### src/rtl/poly_instr_ctrl.sv
// Instruction sequencer for the polynomial evaluation accelerator: fetches and decodes
// instruction words, dispatches one instruction FSM at a time and reports its own errors.
module poly_instr_ctrl #(
  parameter int word_size      = 16,
  parameter int timeout_cycles = 4096,
  parameter int cnt_width      = 13
) (
  input  logic                 clk,
  input  logic                 rst,
  input  logic                 instr_empty,
  input  logic [word_size-1:0] instr_dout,
  output logic                 instr_rd_en,
  input  logic                 status_full,
  output logic                 status_wr_en,
  output logic [31:0]          status_din,
  output logic                 start_stp,
  output logic                 start_evp,
  output logic                 start_evb,
  output logic                 start_rst,
  input  logic                 done_stp,
  input  logic                 done_evp,
  input  logic                 done_evb,
  input  logic                 done_rst,
  output logic [2:0]           A,
  output logic [4:0]           N,
  output logic                 busy,
  output logic                 timeout_err
);

  typedef enum logic [2:0] {
    S_IDLE     = 3'd0,
    S_FETCH    = 3'd1,
    S_DECODE   = 3'd2,
    S_DISPATCH = 3'd3,
    S_WAIT     = 3'd4,
    S_ERR      = 3'd5
  } state_t;

  localparam logic [cnt_width-1:0] WD_LAST = cnt_width'(timeout_cycles - 1);
  localparam logic [cnt_width-1:0] WD_MAX  = {cnt_width{1'b1}};
  localparam logic [cnt_width-1:0] WD_ONE  = {{(cnt_width-1){1'b0}}, 1'b1};

  state_t               state_r, state_s;
  logic [1:0]           op_r, op_s;
  logic [2:0]           a_r, a_s;
  logic [4:0]           n_r, n_s;
  logic [cnt_width-1:0] wd_r, wd_s;
  logic [3:0]           start_r, start_s;
  logic                 rd_en_r, rd_en_s;
  logic                 wr_en_r, wr_en_s;
  logic [31:0]          status_r, status_s;
  logic                 busy_r, busy_s;
  logic                 tmo_r, tmo_s;
  logic [3:0]           done_s;

  assign done_s = {done_rst, done_evb, done_evp, done_stp};

  // Next-state and next-output decode; every output is registered below.
  always_comb begin
    state_s  = state_r;
    op_s     = op_r;
    a_s      = a_r;
    n_s      = n_r;
    wd_s     = wd_r;
    start_s  = 4'b0000;
    rd_en_s  = 1'b0;
    wr_en_s  = 1'b0;
    status_s = status_r;
    tmo_s    = tmo_r;
    case (state_r)
      S_IDLE: begin
        if (!instr_empty) begin
          state_s = S_FETCH;
          rd_en_s = 1'b1;
        end else begin
          state_s = S_IDLE;
        end
      end
      S_FETCH: state_s = S_DECODE;
      S_DECODE: begin
        op_s = instr_dout[14:13];
        a_s  = instr_dout[12:10];
        n_s  = instr_dout[9:5];
        if (instr_dout[15]) begin
          status_s = 32'd3;
          state_s  = S_ERR;
        end else begin
          state_s = S_DISPATCH;
        end
      end
      S_DISPATCH: begin
        start_s = 4'b0001 << op_r;
        wd_s    = {cnt_width{1'b0}};
        state_s = S_WAIT;
      end
      S_WAIT: begin
        // A matching done takes priority over an expiring watchdog in the same cycle
        if (done_s[op_r]) begin
          state_s = S_IDLE;
        end else if (wd_r == WD_LAST) begin
          tmo_s    = 1'b1;
          status_s = 32'd4;
          state_s  = S_ERR;
        end else if (wd_r != WD_MAX) begin
          wd_s = wd_r + WD_ONE;
        end else begin
          wd_s = wd_r;
        end
      end
      S_ERR: begin
        if (!status_full) begin
          wr_en_s = 1'b1;
          state_s = S_IDLE;
        end else begin
          state_s = S_ERR;
        end
      end
      default: state_s = S_IDLE;
    endcase
    busy_s = (state_s != S_IDLE);
  end

  // State and registered-output update.
  always_ff @(posedge clk or posedge rst) begin
    if (rst) begin
      state_r  <= S_IDLE;
      op_r     <= 2'd0;
      a_r      <= 3'd0;
      n_r      <= 5'd0;
      wd_r     <= {cnt_width{1'b0}};
      start_r  <= 4'b0000;
      rd_en_r  <= 1'b0;
      wr_en_r  <= 1'b0;
      status_r <= 32'd0;
      busy_r   <= 1'b0;
      tmo_r    <= 1'b0;
    end else begin
      state_r  <= state_s;
      op_r     <= op_s;
      a_r      <= a_s;
      n_r      <= n_s;
      wd_r     <= wd_s;
      start_r  <= start_s;
      rd_en_r  <= rd_en_s;
      wr_en_r  <= wr_en_s;
      status_r <= status_s;
      busy_r   <= busy_s;
      tmo_r    <= tmo_s;
    end
  end

  assign instr_rd_en  = rd_en_r;
  assign status_wr_en = wr_en_r;
  assign status_din   = status_r;
  assign start_stp    = start_r[0];
  assign start_evp    = start_r[1];
  assign start_evb    = start_r[2];
  assign start_rst    = start_r[3];
  assign A            = a_r;
  assign N            = n_r;
  assign busy         = busy_r;
  assign timeout_err  = tmo_r;

endmodule
### config.mk
export PLATFORM = sky130hd
export DESIGN_NAME = poly_instr_ctrl
export DESIGN_NICKNAME = d
export VERILOG_FILES = /design/src/rtl/poly_instr_ctrl.sv
export SDC_FILE = /design/constraint.sdc
export NUM_CORES = 1
export LEC_CHECK = 0
export CORE_UTILIZATION = 26
export CTS_BUF_LIST = sky130_fd_sc_hd__clkbuf_8 sky130_fd_sc_hd__clkbuf_16
export DETAILED_ROUTE_END_ITERATION = 6
export HOLD_SLACK_MARGIN = 0.06
export PLACE_DENSITY = 0.48
export SKIP_LAST_GASP = 1
export SLEW_MARGIN = 25
export SYNTH_ARGS = -nofsm -noshare
export SYNTH_HDL_FRONTEND = slang
export SYNTH_SLANG_ARGS = --single-unit
### constraint.sdc
create_clock -name clk -period 2.98 [get_ports clk]
set_clock_uncertainty 0.15 [all_clocks]
set_input_delay 0.447 -clock clk [delete_from_list [all_inputs] [get_ports clk]]
set_output_delay 0.447 -clock clk [all_outputs]
set_load 0.02 [all_outputs]
==> impl_metrics.yaml <==
critical_path:
  start_kind: "input pin"
  end_kind: "flip-flop"
  worstRegToRegCells: 4
  r2r-start: "op_r[0]$_DFFE_PP0P_"
  worstPathRequired_ns: 3.04
  cp-startpoint: "done_rst"
  critPathMaxFanout: 12
  arrival_ns: 2.57
  rrSetupSlack_ns: 0.52
  setup.worst_path.class: "input pin to flip-flop"
clock_network:
  cts_hold_buf: 0
  h-tree-depth: 2
  cts_resized: 0
  cts_buffers: 5
  clk_pin_slew_worst_paths_ns: 0.07
  cts.sinks: 36
  cts_root_buffer: "clkbuf_8"
  clk_latency_ns: 0.29
  post_cts_buffers: 0
  cts_tree: "built"
  cts.path.max_buffers: 2
min_path:
  hold_depth: 1
  min_from: "timeout_err$_DFFE_PP0P_"
  hold_path_class: "flip-flop to flip-flop"
die:
  die_area_mm2: 0.00757
  initial_core_util_pct: 27.3
  core_area_mm2: 0.00687
  num_rows: 30
  die_w_um: 87.0
  die-height_um: 87.0
  boundaryPins: 72
layout:
  antenna_cells: 0
  fin_area_mm2: 0.00239
  fillers: 717
  final_common_cell: "clkdlybuf4s50_1"
  area_growth_pct: 27.5
  final_cell_mix: "37 x clkdlybuf4s50_1, 36 x dfrtp_1, 29 x conb_1"
  drive_above_1_share_pct: 11.9
  nets: 250
power:
  cellPowerDensity_mw_per_mm2: 864
  p_switching_w: 0.000726
  p_leak_nw: 1.06
  clockPowerShare_pct: 22.8
  vdd_drop_max_uv: 423
  power.internal_w: 0.00134
  finalPower_w: 0.00207
  combPwrFrac_pct: 36.6
  swShare_pct: 35.1
  power_frac_seq_pct: 40.7
global_routing:
  grt_pass1_vias: 1344
  track_usage_pct: 10.8
  grt_pass1_wl_mm: 6.39
  grt_max_degree: 37
  antenna_found_initial: 0
  grt_overflow: 0
drt:
  vias_per_cell: 4.39
  drc: 0
  via_count: 1414
  wl_mm: 3.75
  drt_pass1_iterations: 4
  routedWlPerCell_um: 11.6
  drt_iter0_drc: 23
  ant_nets: 0
logic_synthesis:
  postSynthCellCount: 184
  synth_flop_cell: "dfrtp_1"
  ys_async_sr_fraction_pct: 100
  ys_seq_area_share_pct: 48.0
  ys_warn_count: 0
  synth_edf_count: 0
  syn-cell-area_mm2: 0.00188
  synth-seq-cells: 36
  postSynthAreaPerCell_um2: 10.2
  ys_types: 40
sta:
  slew_headroom_pct: 55.3
  timing.final.crit_share_pct: 84.4
  rsz0062_at_grt: "no"
  holdWs_ns: 0.325
  tightest_slew_ns: 0.668
  fin_crit_ns: 2.51
  tns_ns: 0
  fmax_mhz: 398
  final-setup-viol-count: 0
  report.final.slew_viol_count: 0
  final_critical_path_setup_slack_ns: 0.466
  hold_viol: 0
placement:
  placed_area_mm2: 0.00227
  hpwlAfterDp_mm: 2.72
  pre_cts_slack_ns: 0.166
  portBuffers: 37
  globalplace.congestion: 0.709
status:
  status: "finished clean"
job:
  cap_violations: 0
==> final cells by class <==
class                           instances  area [um^2]  area share, %
Tap cell                               96          120           5.02
Multi-Input combinational cell        132          802           33.5
Clock buffer                            7         96.3           4.02
Inverter                                6         22.5          0.940
Clock inverter                          1         30.0           1.25
Timing Repair Buffer                   44          423           17.7
Sequential cell                        36          901           37.6
==> power by group through the flow <==
| stage | sequential (W) | clock [W] | combinational (W) |
|---|---|---|---|
| floorplan | 0.000893 | 0 | 0.000450 |
| global placement | 0.000847 | 0 | 0.000761 |
| detailed placement | 0.000849 | 0 | 0.000768 |
| CTS | 0.000843 | 0.000488 | 0.000769 |
| global route | 0.000875 | 0.000507 | 0.000832 |
| finish | 0.000842 | 0.000471 | 0.000756 |
==> flip-flops by register name, summed over array words and instances, names as in the netlist, 2 cells and up <==
signal / count
wd_r: 13
start_r: 4
op_r: 2
A: 3
status_din: 2
N: 5
state_r: 3
==> per-stage QoR <==
stage / std cells / util [%]
3_3_place_gp: 314 / 33.0
2_1_floorplan: 212 / -
4_1_cts: 322 / 34.9
3_5_place_dp: 314 / 33.0
5_1_grt: 322 / 34.9
6_report: 322 / 34.9
==> Yosys cell counts, types with 3 or more instances <==
master,number,area (um^2)
mux2i_1,3,30.0
dfrtp_1,36,901
nor3_1,5,25.0
a21oi_1,6,30.0
nor4_1,4,25.0
clkbuf_1,5,18.8
o21ai_0,3,15.0
nand2b_1,3,18.8
mux2_2,10,113
or4_1,5,37.5
inv_1,6,22.5
and3_1,3,18.8
nor2_1,10,37.5
o31ai_1,5,37.5
nand3_1,9,45.0
buf_4,30,225
nand2_1,12,45.0
==> worst max-delay path, stage by stage <==
cell	delay, ns
clkdlybuf4s50_1	0.39
mux4_2	0.51
or3_1	0.54
or4_1	0.52
a21oi_1	0.16
==> final timing paths <==
check                                           to
max in group asynchronous           busy$_DFF_PP0_
max reg2reg                    wd_r[6]$_DFFE_PP0P_
min                        timeout_err$_DFFE_PP0P_
max                            wd_r[6]$_DFFE_PP0P_
min in group asynchronous         N[4]$_DFFE_PP0P_
min reg2reg                timeout_err$_DFFE_PP0P_
==> kinds of logic after synthesis <==
| logic type | count (synthesis) | synth area share, % |
|---|---|---|
| buffers and inverters | 44 | 14.9 |
| AO/OA/AOI/OAI | 24 | 9.19 |
| adder cells (fa/ha/maj) | 1 | 0.666 |
| multiplexers | 14 | 8.79 |
| AND/OR/NAND/NOR | 64 | 18.3 |
| other | 1 | 0.200 |
| flip-flops | 36 | 48.0 |
==> routing by layer <==
metal | vias up | global-route usage (%) | wire (um)
li1 | 675 | - | -
met1 | 676 | 13.6 | 1610
met2 | 57 | 17.3 | 1750
met3 | 6 | 3.98 | 333
met4 | 0 | 3.18 | 51
met5 | - | 0 | 0
(Power assumes the default switching activity.)
